File: src/rtl/rx_engine_stream_if.sv
// GMII receive side plus receive-FIFO write port of the MAC receive engine.
// The engine takes the slave view; the PHY/FIFO environment takes the master view.
interface rx_engine_stream_if;
    logic [7:0] int_rx_din;
    logic       int_rx_dv;
    logic       int_rx_er;
    logic [9:0] rxff_din;
    logic       rxff_wren;
    logic       rxff_full;

    modport slave (
        input  int_rx_din, int_rx_dv, int_rx_er, rxff_full,
        output rxff_din, rxff_wren
    );

    modport master (
        output int_rx_din, int_rx_dv, int_rx_er, rxff_full,
        input  rxff_din, rxff_wren
    );
endinterface

File: src/rtl/rx_engine_stream.sv
// Streaming MAC receive engine: strips preamble/SFD, filters on destination
// MAC and ethertype, checks the CRC-32 FCS and writes payload bytes (with an
// end-of-frame good/bad status word) into a 10-bit receive FIFO.
module rx_engine_stream (
    input  logic                clk,
    input  logic                reset_n,
    rx_engine_stream_if.slave   bus,
    input  logic [47:0]         my_mac_addr,
    input  logic [15:0]         ethertype,
    input  logic                promisc,
    input  logic                jumboframes,
    output logic [31:0]         rx_count,
    output logic [31:0]         rx_err_count,
    output logic [3:0]          debug
);

    typedef enum logic [3:0] {
        S_IDLE     = 4'd0,
        S_PREAMBLE = 4'd1,
        S_HEADER   = 4'd2,
        S_DATA     = 4'd3,
        S_DISCARD  = 4'd4,
        S_ERRWAIT  = 4'd5,
        S_ABORT    = 4'd6
    } state_t;

    localparam logic [9:0]  ABORT_WORD = 10'h300;   // {bad=1, eof=1, 8'h00}
    localparam logic [31:0] CRC_RESID  = 32'hDEBB20E3;

    // Reflected CRC-32 (poly 0x04C11DB7 -> 0xEDB88320), one byte LSB first.
    function automatic logic [31:0] crc32_byte(input logic [31:0] c, input logic [7:0] d);
        logic [31:0] r;
        r = c;
        for (int i = 0; i < 8; i++) begin
            r = (r[0] ^ d[i]) ? ((r >> 1) ^ 32'hEDB88320) : (r >> 1);
        end
        return r;
    endfunction

    state_t      r_state;
    logic [7:0]  r_din;
    logic        r_dv;
    logic        r_er;
    logic        r_dv_d;
    logic [2:0]  r_pre_cnt;
    logic [3:0]  r_hcnt;
    logic        r_mac_ok;
    logic        r_bc_ok;
    logic        r_type_ok;
    logic [31:0] r_crc;
    logic        r_er_seen;
    logic [13:0] r_pcnt;
    logic [7:0]  r_dl [0:4];
    logic [2:0]  r_fill;
    logic [9:0]  r_wdata;
    logic        r_wren;
    logic        r_dvlow;
    logic        r_ign;
    logic        r_ign_pulse;
    logic [31:0] r_rx_count;
    logic [31:0] r_err_count;

    logic [31:0] w_crc_next;
    logic [13:0] w_max_idx;
    logic [47:0] w_mac_sh;
    logic        w_type_ok_now;
    logic        w_dst_ok;
    logic        w_bad;
    logic        w_oversize;
    logic [1:0]  w_err_inc;

    assign w_crc_next    = crc32_byte(r_crc, r_din);
    // Received-byte index (FCS included) at which the payload exceeds its limit.
    assign w_max_idx     = jumboframes ? 14'd9005 : 14'd1505;
    assign w_mac_sh      = my_mac_addr << {r_hcnt, 3'b000};
    assign w_type_ok_now = r_type_ok && (r_din == ethertype[7:0]);
    assign w_dst_ok      = r_mac_ok || r_bc_ok || promisc;
    assign w_oversize    = (r_pcnt >= w_max_idx);
    // Minimum frame 64 bytes: 14 header + payload + 4 FCS, so payload+FCS < 50 is short.
    assign w_bad         = (r_crc != CRC_RESID) || r_er_seen || (r_pcnt < 14'd50);
    assign w_err_inc     = {1'b0, r_wren & r_wdata[8] & r_wdata[9]} + {1'b0, r_ign_pulse};

    assign bus.rxff_din  = r_wdata;
    assign bus.rxff_wren = r_wren;
    assign rx_count      = r_rx_count;
    assign rx_err_count  = r_err_count;
    assign debug         = r_state;

    // Register the GMII inputs once; r_dv_d resets high so a frame already in
    // flight when reset releases is treated as a continuation and discarded.
    always_ff @(posedge clk or negedge reset_n) begin
        if (!reset_n) begin
            r_din  <= 8'h00;
            r_dv   <= 1'b0;
            r_er   <= 1'b0;
            r_dv_d <= 1'b1;
        end else begin
            r_din  <= bus.int_rx_din;
            r_dv   <= bus.int_rx_dv;
            r_er   <= bus.int_rx_er;
            r_dv_d <= r_dv;
        end
    end

    // Receive FSM: framing, filtering, CRC, delay line and FIFO write generation.
    always_ff @(posedge clk or negedge reset_n) begin
        if (!reset_n) begin
            r_state     <= S_IDLE;
            r_pre_cnt   <= 3'd0;
            r_hcnt      <= 4'd0;
            r_mac_ok    <= 1'b0;
            r_bc_ok     <= 1'b0;
            r_type_ok   <= 1'b0;
            r_crc       <= 32'h0;
            r_er_seen   <= 1'b0;
            r_pcnt      <= 14'd0;
            r_fill      <= 3'd0;
            r_wdata     <= 10'h000;
            r_wren      <= 1'b0;
            r_dvlow     <= 1'b0;
            r_ign       <= 1'b0;
            r_ign_pulse <= 1'b0;
            for (int i = 0; i < 5; i++) r_dl[i] <= 8'h00;
        end else begin
            r_wren      <= 1'b0;
            r_ign_pulse <= 1'b0;
            case (r_state)
                S_IDLE: begin
                    if (r_dv) begin
                        if (r_din == 8'h55 && !r_dv_d) begin
                            r_state   <= S_PREAMBLE;
                            r_pre_cnt <= 3'd1;
                        end else begin
                            r_state <= S_DISCARD;
                        end
                    end
                end
                S_PREAMBLE: begin
                    if (!r_dv) begin
                        r_state <= S_DISCARD;
                    end else if (r_din == 8'hD5) begin
                        r_state   <= S_HEADER;
                        r_crc     <= 32'hFFFFFFFF;
                        r_hcnt    <= 4'd0;
                        r_mac_ok  <= 1'b1;
                        r_bc_ok   <= 1'b1;
                        r_type_ok <= 1'b0;
                        r_er_seen <= 1'b0;
                        r_pcnt    <= 14'd0;
                        r_fill    <= 3'd0;
                    end else if (r_din == 8'h55 && r_pre_cnt != 3'd7) begin
                        r_pre_cnt <= r_pre_cnt + 3'd1;
                    end else begin
                        r_state <= S_DISCARD;
                    end
                end
                S_HEADER: begin
                    if (!r_dv) begin
                        r_state <= S_IDLE;
                    end else begin
                        r_crc     <= w_crc_next;
                        r_er_seen <= r_er_seen | r_er;
                        r_hcnt    <= r_hcnt + 4'd1;
                        if (r_hcnt < 4'd6) begin
                            r_mac_ok <= r_mac_ok && (r_din == w_mac_sh[47:40]);
                            r_bc_ok  <= r_bc_ok && (r_din == 8'hFF);
                        end
                        if (r_hcnt == 4'd12) r_type_ok <= (r_din == ethertype[15:8]);
                        if (r_hcnt == 4'd13) begin
                            r_state <= (w_dst_ok && w_type_ok_now) ? S_DATA : S_DISCARD;
                        end
                    end
                end
                S_DATA: begin
                    if (r_dv) begin
                        r_crc     <= w_crc_next;
                        r_er_seen <= r_er_seen | r_er;
                        r_pcnt    <= (r_pcnt == 14'h3FFF) ? r_pcnt : r_pcnt + 14'd1;
                        r_dl[0]   <= r_din;
                        for (int i = 1; i < 5; i++) r_dl[i] <= r_dl[i-1];
                        if (r_fill != 3'd5) begin
                            r_fill <= r_fill + 3'd1;
                        end else if (w_oversize) begin
                            r_state <= S_ERRWAIT;
                        end else if (bus.rxff_full) begin
                            r_state <= S_ABORT;
                            r_dvlow <= 1'b0;
                        end else begin
                            r_wdata <= {2'b00, r_dl[4]};
                            r_wren  <= 1'b1;
                        end
                    end else if (bus.rxff_full) begin
                        r_state <= S_ABORT;
                        r_dvlow <= 1'b1;
                    end else begin
                        r_state <= S_IDLE;
                        r_wren  <= 1'b1;
                        r_wdata <= (r_fill != 3'd5 || w_oversize) ? ABORT_WORD
                                                                  : {w_bad, 1'b1, r_dl[4]};
                    end
                end
                S_ERRWAIT: begin
                    if (!r_dv) begin
                        if (bus.rxff_full) begin
                            r_state <= S_ABORT;
                            r_dvlow <= 1'b1;
                        end else begin
                            r_state <= S_IDLE;
                            r_wdata <= ABORT_WORD;
                            r_wren  <= 1'b1;
                        end
                    end
                end
                S_ABORT: begin
                    if (!r_dvlow) begin
                        if (!r_dv) r_dvlow <= 1'b1;
                    end else if (!bus.rxff_full) begin
                        r_wdata <= ABORT_WORD;
                        r_wren  <= 1'b1;
                        r_state <= r_ign ? S_DISCARD : S_IDLE;
                    end else if (r_dv && !r_ign) begin
                        r_ign <= 1'b1;
                    end else if (!r_dv && r_ign) begin
                        r_ign       <= 1'b0;
                        r_ign_pulse <= 1'b1;
                    end
                end
                S_DISCARD: begin
                    if (!r_dv) begin
                        r_state <= S_IDLE;
                        if (r_ign) begin
                            r_ign       <= 1'b0;
                            r_ign_pulse <= 1'b1;
                        end
                    end
                end
                default: r_state <= S_IDLE;
            endcase
        end
    end

    // Frame statistics, updated the cycle after each end-of-frame write.
    always_ff @(posedge clk or negedge reset_n) begin
        if (!reset_n) begin
            r_rx_count  <= 32'd0;
            r_err_count <= 32'd0;
        end else begin
            if (r_wren && r_wdata[8] && !r_wdata[9]) r_rx_count <= r_rx_count + 32'd1;
            r_err_count <= r_err_count + {30'd0, w_err_inc};
        end
    end

endmodule

File: src/flat_wrapper.sv
// flat-port wrapper written by rule: the top's interface ports become plain ports
module rx_engine_stream_flat 
  (clk, reset_n, my_mac_addr, ethertype, promisc, jumboframes, rx_count, rx_err_count, debug, bus_int_rx_din, bus_int_rx_dv, bus_int_rx_er, bus_rxff_full, bus_rxff_din, bus_rxff_wren);
  rx_engine_stream_if bus_i ();
  input  logic clk;
  input  logic reset_n;
  input  logic [47:0] my_mac_addr;
  input  logic [15:0] ethertype;
  input  logic promisc;
  input  logic jumboframes;
  output logic [31:0] rx_count;
  output logic [31:0] rx_err_count;
  output logic [3:0] debug;
  input wire logic [$bits(bus_i.int_rx_din)-1:0] bus_int_rx_din;
  input wire logic [$bits(bus_i.int_rx_dv)-1:0] bus_int_rx_dv;
  input wire logic [$bits(bus_i.int_rx_er)-1:0] bus_int_rx_er;
  input wire logic [$bits(bus_i.rxff_full)-1:0] bus_rxff_full;
  output wire logic [$bits(bus_i.rxff_din)-1:0] bus_rxff_din;
  output wire logic [$bits(bus_i.rxff_wren)-1:0] bus_rxff_wren;
  assign bus_i.int_rx_din = bus_int_rx_din;
  assign bus_i.int_rx_dv = bus_int_rx_dv;
  assign bus_i.int_rx_er = bus_int_rx_er;
  assign bus_i.rxff_full = bus_rxff_full;
  assign bus_rxff_din = bus_i.rxff_din;
  assign bus_rxff_wren = bus_i.rxff_wren;
  rx_engine_stream u_core (.clk(clk), .reset_n(reset_n), .bus(bus_i), .my_mac_addr(my_mac_addr), .ethertype(ethertype), .promisc(promisc), .jumboframes(jumboframes), .rx_count(rx_count), .rx_err_count(rx_err_count), .debug(debug));
endmodule
File: config.mk
export PLATFORM = sky130hd
export DESIGN_NAME = rx_engine_stream_flat
export DESIGN_NICKNAME = d
export VERILOG_FILES = /design/src/rtl/rx_engine_stream_if.sv /design/src/rtl/rx_engine_stream.sv /design/src/flat_wrapper.sv
export SDC_FILE = /design/constraint.sdc
export NUM_CORES = 1
export LEC_CHECK = 0
export ABC_AREA = 1
export BUFFER_PORTS_ARGS = -buffer_cell sky130_fd_sc_hd__buf_2
export CAP_MARGIN = 20
export CORE_UTILIZATION = 63
export CTS_CLUSTER_SIZE = 30
export DETAILED_ROUTE_END_ITERATION = 10
export PLACE_DENSITY = 0.87
export SLEW_MARGIN = 40
export SYNTH_ARGS = -nofsm -noshare
export SYNTH_HDL_FRONTEND = slang
export SYNTH_SLANG_ARGS = --single-unit
File: constraint.sdc
create_clock -name clk -period 5.3 [get_ports clk]
set_input_delay 0 -clock clk [delete_from_list [all_inputs] [get_ports clk]]
set_output_delay 0 -clock clk [all_outputs]
set_load 0.1 [all_outputs]
### Word level (Yosys, flattened, before mapping)

Index checks and enable logic that the tools add are counted.

* equality and inequality tests: 45
* magnitude comparators: 3
* shift operators: 1
* bitwise operators: 19
* multiplexer cells: 106
* reductions and logical operators: 39
* add/sub/neg operators: 7

Operator list (count)
* 2-to-1 mux 32 bit: 11
* inverter 13 -> 14 bit: 8
* 2-to-1 mux 10 bit: 9
* 2-to-1 mux 14 bit: 5
* 2-to-1 mux 4 bit: 17
* one-hot mux 32 bit (2 select lines): 1
* left shift 48 x 7 -> 48 bit: 1
* 2-to-1 mux 3 bit: 13
* 2-to-1 mux 1 bit: 36
* adder 32 x 1 -> 32 bit, second input constant: 1
* adder 32 x 2 -> 32 bit: 1
* != test 32 bit, second input constant: 1
* one-hot mux 10 bit (3 select lines): 1
* AND reduction 5 bit: 6
* one-hot mux 14 bit (2 select lines): 1
* one-hot mux 4 bit (7 select lines): 1
* equality test 8 bit: 3
* != test 2 x 1 -> 1 bit, second input constant: 12
* != test 3 bit, second input constant: 6
* equality test 8 bit, second input constant: 2
* adder 14 x 1 -> 14 bit, second input constant: 1
* equality test 14 bit, second input constant: 1
* >= comparator 14 bit: 1
* less-than comparator 14 x 6 -> 1 bit, second input constant: 1
* other kinds (33): 80

* word-level logic and storage cells: 246
* register bits after elaboration: 193
* input bits: 79
* output and inout bits: 79

### Logic depth before layout (Yosys ltp)

* depth after elaboration: 18
* mapped depth: 17
* gate-level depth less buffers: 16

### Worst setup path after synthesis

Ideal clock, no wire load.

* path type: reg2reg
* from: register u_core.r_wdata[8] (netlist: u_core.bus.rxff_din[8])
* to: register u_core.r_err_count[26] (netlist: u_core.rx_err_count[26])
* stages on the path, launching flop included: 11
* setup time: 164 ps
* data arrival time: 2868 ps
* buffers on the path: 0
* slack: 2269 ps
* data required time: 5136 ps
* period minus slack after synthesis: 3031 ps
* path through: dfrtp_1 -> nand3_1 -> fa_1 -> inv_1 -> ha_1 -> and3_1 -> nand3_1 -> nor4_2 -> nand4_1 -> nor2_1 -> xor2_1

* longest elaborated chain between the ends: 4

RTL lines
* from (decl): RTL line rx_engine_stream.sv:55 `logic [9:0] r_wdata;`
* from (signal assigned): RTL line rx_engine_stream.sv:189 `r_wdata <= {2'b00, r_dl[4]};`
* from (signal assigned): RTL line rx_engine_stream.sv:198 `r_wdata <= (r_fill != 3'd5 || w_oversize) ? ABORT_WORD`
* AND 1 bit (2 in a row): RTL line rx_engine_stream.sv:81 `assign w_err_inc = {1'b0, r_wren & r_wdata[8] & r_wdata[9]} + {1'b0, r_ign_pulse};`
* adder 1 x 1 -> 2 bit: RTL line rx_engine_stream.sv:81
* adder 32 x 2 -> 32 bit: RTL line rx_engine_stream.sv:249 `r_err_count <= r_err_count + {30'd0, w_err_inc};`
* to (signal assigned): RTL line rx_engine_stream.sv:249
* to (decl): RTL line rx_engine_stream.sv:61 `logic [31:0] r_err_count;`

No other way between the ends.
A chain may end at the register's enable or synchronous reset.

### Worst setup path in the final report

* from: register u_core.r_dv
* to: register u_core.r_state[1] (netlist: u_core.debug[1])

* longest elaborated chain between the ends: 2
* elaborated cells between the ends (all ways): 12
* classes of those cells: 7 x eq/ne; 4 x mux; 1 x reduce/logical

RTL lines
* from (decl): RTL line rx_engine_stream.sv:42 `logic r_dv;`
* from (signal assigned): RTL line rx_engine_stream.sv:99 `r_dv <= bus.int_rx_dv;`
* != test 4 bit (no source line), or another cell as far along
* AND reduction 9 bit (no source line) / one-hot mux 4 bit (7 select lines) (equally long branches)
* to (signal assigned): RTL line rx_engine_stream.sv:170 `r_state <= (w_dst_ok && w_type_ok_now) ? S_DATA : S_DISCARD;`
* to (signal assigned): RTL line rx_engine_stream.sv:220 `r_state <= r_ign ? S_DISCARD : S_IDLE;`
* to (decl): RTL line rx_engine_stream.sv:40 `state_t r_state;`

Several ways; a longest one is shown, not always the timed one.

==> results.yml <==
routing:
  via_per_inst: 5.54
  drc: 0
  first_pass_iters: 5
  wirelength_um: 26200
  drt-initial-drc-count: 774
  vias: 9526
  antenna_left: 0
  wire_per_inst_um: 15.3
layout:
  fin_nets: 1584
  drive_gt1_frac: 0.164
  regArea_mm2: 0.00481
  mostFrequentLayoutCells: "nand2_1 (377), dfrtp_1 (190), buf_2 (155)"
  final_common_cell: "nand2_1"
  nFillCells: 1188
  area_growth_pct: 15.7
  multi_input_area_mm2: 0.00534
  antenna_cells: 0
timing:
  fin_crit_ns: 2.93
  slew_headroom: 0.447
  fin_crit_sh: 0.552
  fmax_mhz: 342
  worstMarginPinSlew_ns: 0.827
  rsz0062_at_grt: "no"
  finalSetupViolCount: 0
  tns_ns: 0
  report.final.slew_viol_count: 0
  skew_ns: 0.0159
  hold_viol: 0
clock_tree:
  cts_max_level: 4
  cts_buffers: 17
  clock_path_buffers: 2
  clk_pin_slew_ns: 0.08
  insertion_delay_ns: 0.45
  cts_sinks: 192
  cts_root_buf: "clkbuf_16"
  tritoncts: "done"
hold_path:
  whs_path_depth: 6
  hold_start: "ethertype[12]"
  hold_class: "input pin to register"
grt:
  gr-total-overflow: 0
  grt_pass1_wl_um: 43100
  grt_pass1_vias: 9126
  grtUsageTotal: 0.304
  grt_antenna_before_repair: 0
  grt_max_degree: 71
place:
  place_congestion: 0.900
  dp_hpwl_um: 18500
  port_buffers: 156
critical_path:
  worstPathRequired_ns: 5.64
  crit_slowest_cell: "dfrtp_1"
  reg2reg_from: "u_core.r_dv"
  ff2ff_path_depth: 10
  critPathLaunch: "u_core.r_dv"
  critPathKind: "register to register"
  path_max_fanout: 42
  worstPathArrival_ns: 3.26
  path_cells: "clkinv_1 -> nor2_2 -> buf_4 -> inv_2 -> nor2_1 -> inv_1 -> o21ai_2 -> inv_1 -> o21ai_0 -> nand2_1"
  endpoint_kind: "register"
  start_kind: "register"
  cpMostUsedCell: "inv_1"
  crit_path_max_incr_delay_ns: 0.66
yosys:
  async_flop_share: 1.00
  ys_seq_area_frac: 0.443
  synth_nets: 1425
  netlist_instances: 1326
  postSynthAreaPerCell_um2: 8.18
  synth_edf_count: 0
  synth_cell_type_count: 55
  yosys_warnings: 0
  syn_area_mm2: 0.0109
  ys.flop_type: "dfrtp_1"
  synth_seq_cells: 192
power_and_ir_drop:
  internal_power_mw: 2.33
  power_frac_comb: 0.148
  irDropWorstVdd_mv: 0.255
  seqPwrFrac: 0.458
  p_switching_mw: 1.03
  p_sw_frac: 0.306
  leakage_nw: 6.74
  power_mw: 3.36
  clkPwrFrac: 0.394
  power_density_mw_per_mm2: 268
floorplanning:
  start_util: 0.650
  core-area_mm2: 0.0167
  rows: 47
  io_pins: 158
  fp.dieW_um: 133
  die_h_um: 133
  die_area_mm2: 0.0178
flow_run:
  cap_violations: 0
outcome:
  outcome: "complete, no violations"
## cell type report
cell class / instances / area share
Multi-Input combinational cell: 952 / 0.425
Timing Repair Buffer: 172 / 0.0754
Clock buffer: 17 / 0.0339
Clock inverter: 15 / 0.0160
Tap cell: 220 / 0.0219
Inverter: 150 / 0.0448
Sequential cell: 192 / 0.383
## critical path: cells and delay by family (launching register included)
kind                   cells  cell delay [ns]
flip-flops                 1             0.66
AO/OA/AOI/OAI              2             0.30
AND/OR/NAND/NOR            3             0.53
buffers and inverters      5             1.31
## through the flow
| step | worst slack, ns | cells | cell area (µm²) | util | hold WS, ns |
|---|---|---|---|---|---|
| 2_1_floorplan | 2.27 | 1326 | 10900 | - | -0.296 |
| 3_3_place_gp | 2.30 | 1674 | 11800 | 0.706 | 0.00345 |
| 3_5_place_dp | 2.46 | 1674 | 11800 | 0.706 | 0.00641 |
| 4_1_cts | 2.44 | 1718 | 12500 | 0.751 | 0.0203 |
| 5_1_grt | 2.10 | 1718 | 12600 | 0.752 | 0.0476 |
| 6_report | 2.37 | 1718 | 12600 | 0.752 | 0.0299 |
## final timing paths
check                                      end  slack (ns)
setup reg to reg               u_core.debug[1]        2.37
hold reg to reg            u_core.rx_count[31]        0.47
setup / recovery               u_core.debug[1]        2.37
min in group asynchronous     u_core.r_pcnt[9]        0.09
max in group asynchronous     u_core.r_crc[13]        4.24
hold / removal                u_core.r_type_ok        0.03
## cell usage after synthesis (19+ instances only)
library cell	count	share of area
ha_1	19	0.022
nand4_1	24	0.014
nor2_1	97	0.034
nand2_1	377	0.13
xnor2_1	43	0.035
xor2_1	91	0.073
nand3_1	83	0.038
a21oi_1	23	0.011
inv_1	138	0.048
o21ai_0	56	0.026
nor3_1	30	0.014
dfrtp_1	191	0.44
## what timing repair did
item | in CTS | in global routing
gates resized for setup | 0 | 0
hold buffers | 12 | 0
endpoints found under the hold margin | 66 | 0
buffers inserted | 0 | 0
## cells by family (layout without fill, tap and decap cells)
kind of cell,count (synthesis),count (layout),share of synthesized area
flops,192,192,0.443
xor+xnor,144,144,0.129
buf+inv,182,354,0.0659
other cells,1,1,0.000346
simple gates,655,655,0.266
fa+ha+maj,20,20,0.0237
compound gates,132,132,0.0718
## routing by layer
layer | GRT usage | share of wire | vias to the layer above
met5 | 0 | 0 | -
met4 | 0.117 | 0.024 | 0
met3 | 0.0449 | 0.064 | 60
met2 | 0.516 | 0.49 | 414
met1 | 0.394 | 0.42 | 4494
li1 | - | - | 4558
## flip-flops by register name, summed over array words and instances, names as in the netlist, 4 cells and up
signal / count
u_core.r_dl: 40
u_core.r_crc: 32
u_core.rx_count: 32
u_core.rx_err_count: 32
u_core.r_pcnt: 14
u_core.bus.rxff_din: 10
u_core.r_din: 8
u_core.r_hcnt: 4
## power by group through the flow
| stage | clock (mW) | combinational, mW | sequential, mW |
|---|---|---|---|
| 2_1_floorplan | 0 | 0.323 | 1.59 |
| 3_3_place_gp | 0 | 0.464 | 1.57 |
| 3_5_place_dp | 0 | 0.477 | 1.57 |
| 4_1_cts | 1.34 | 0.491 | 1.54 |
| 5_1_grt | 1.39 | 0.544 | 1.55 |
| 6_report | 1.33 | 0.497 | 1.54 |
(Power assumes the default switching activity.)
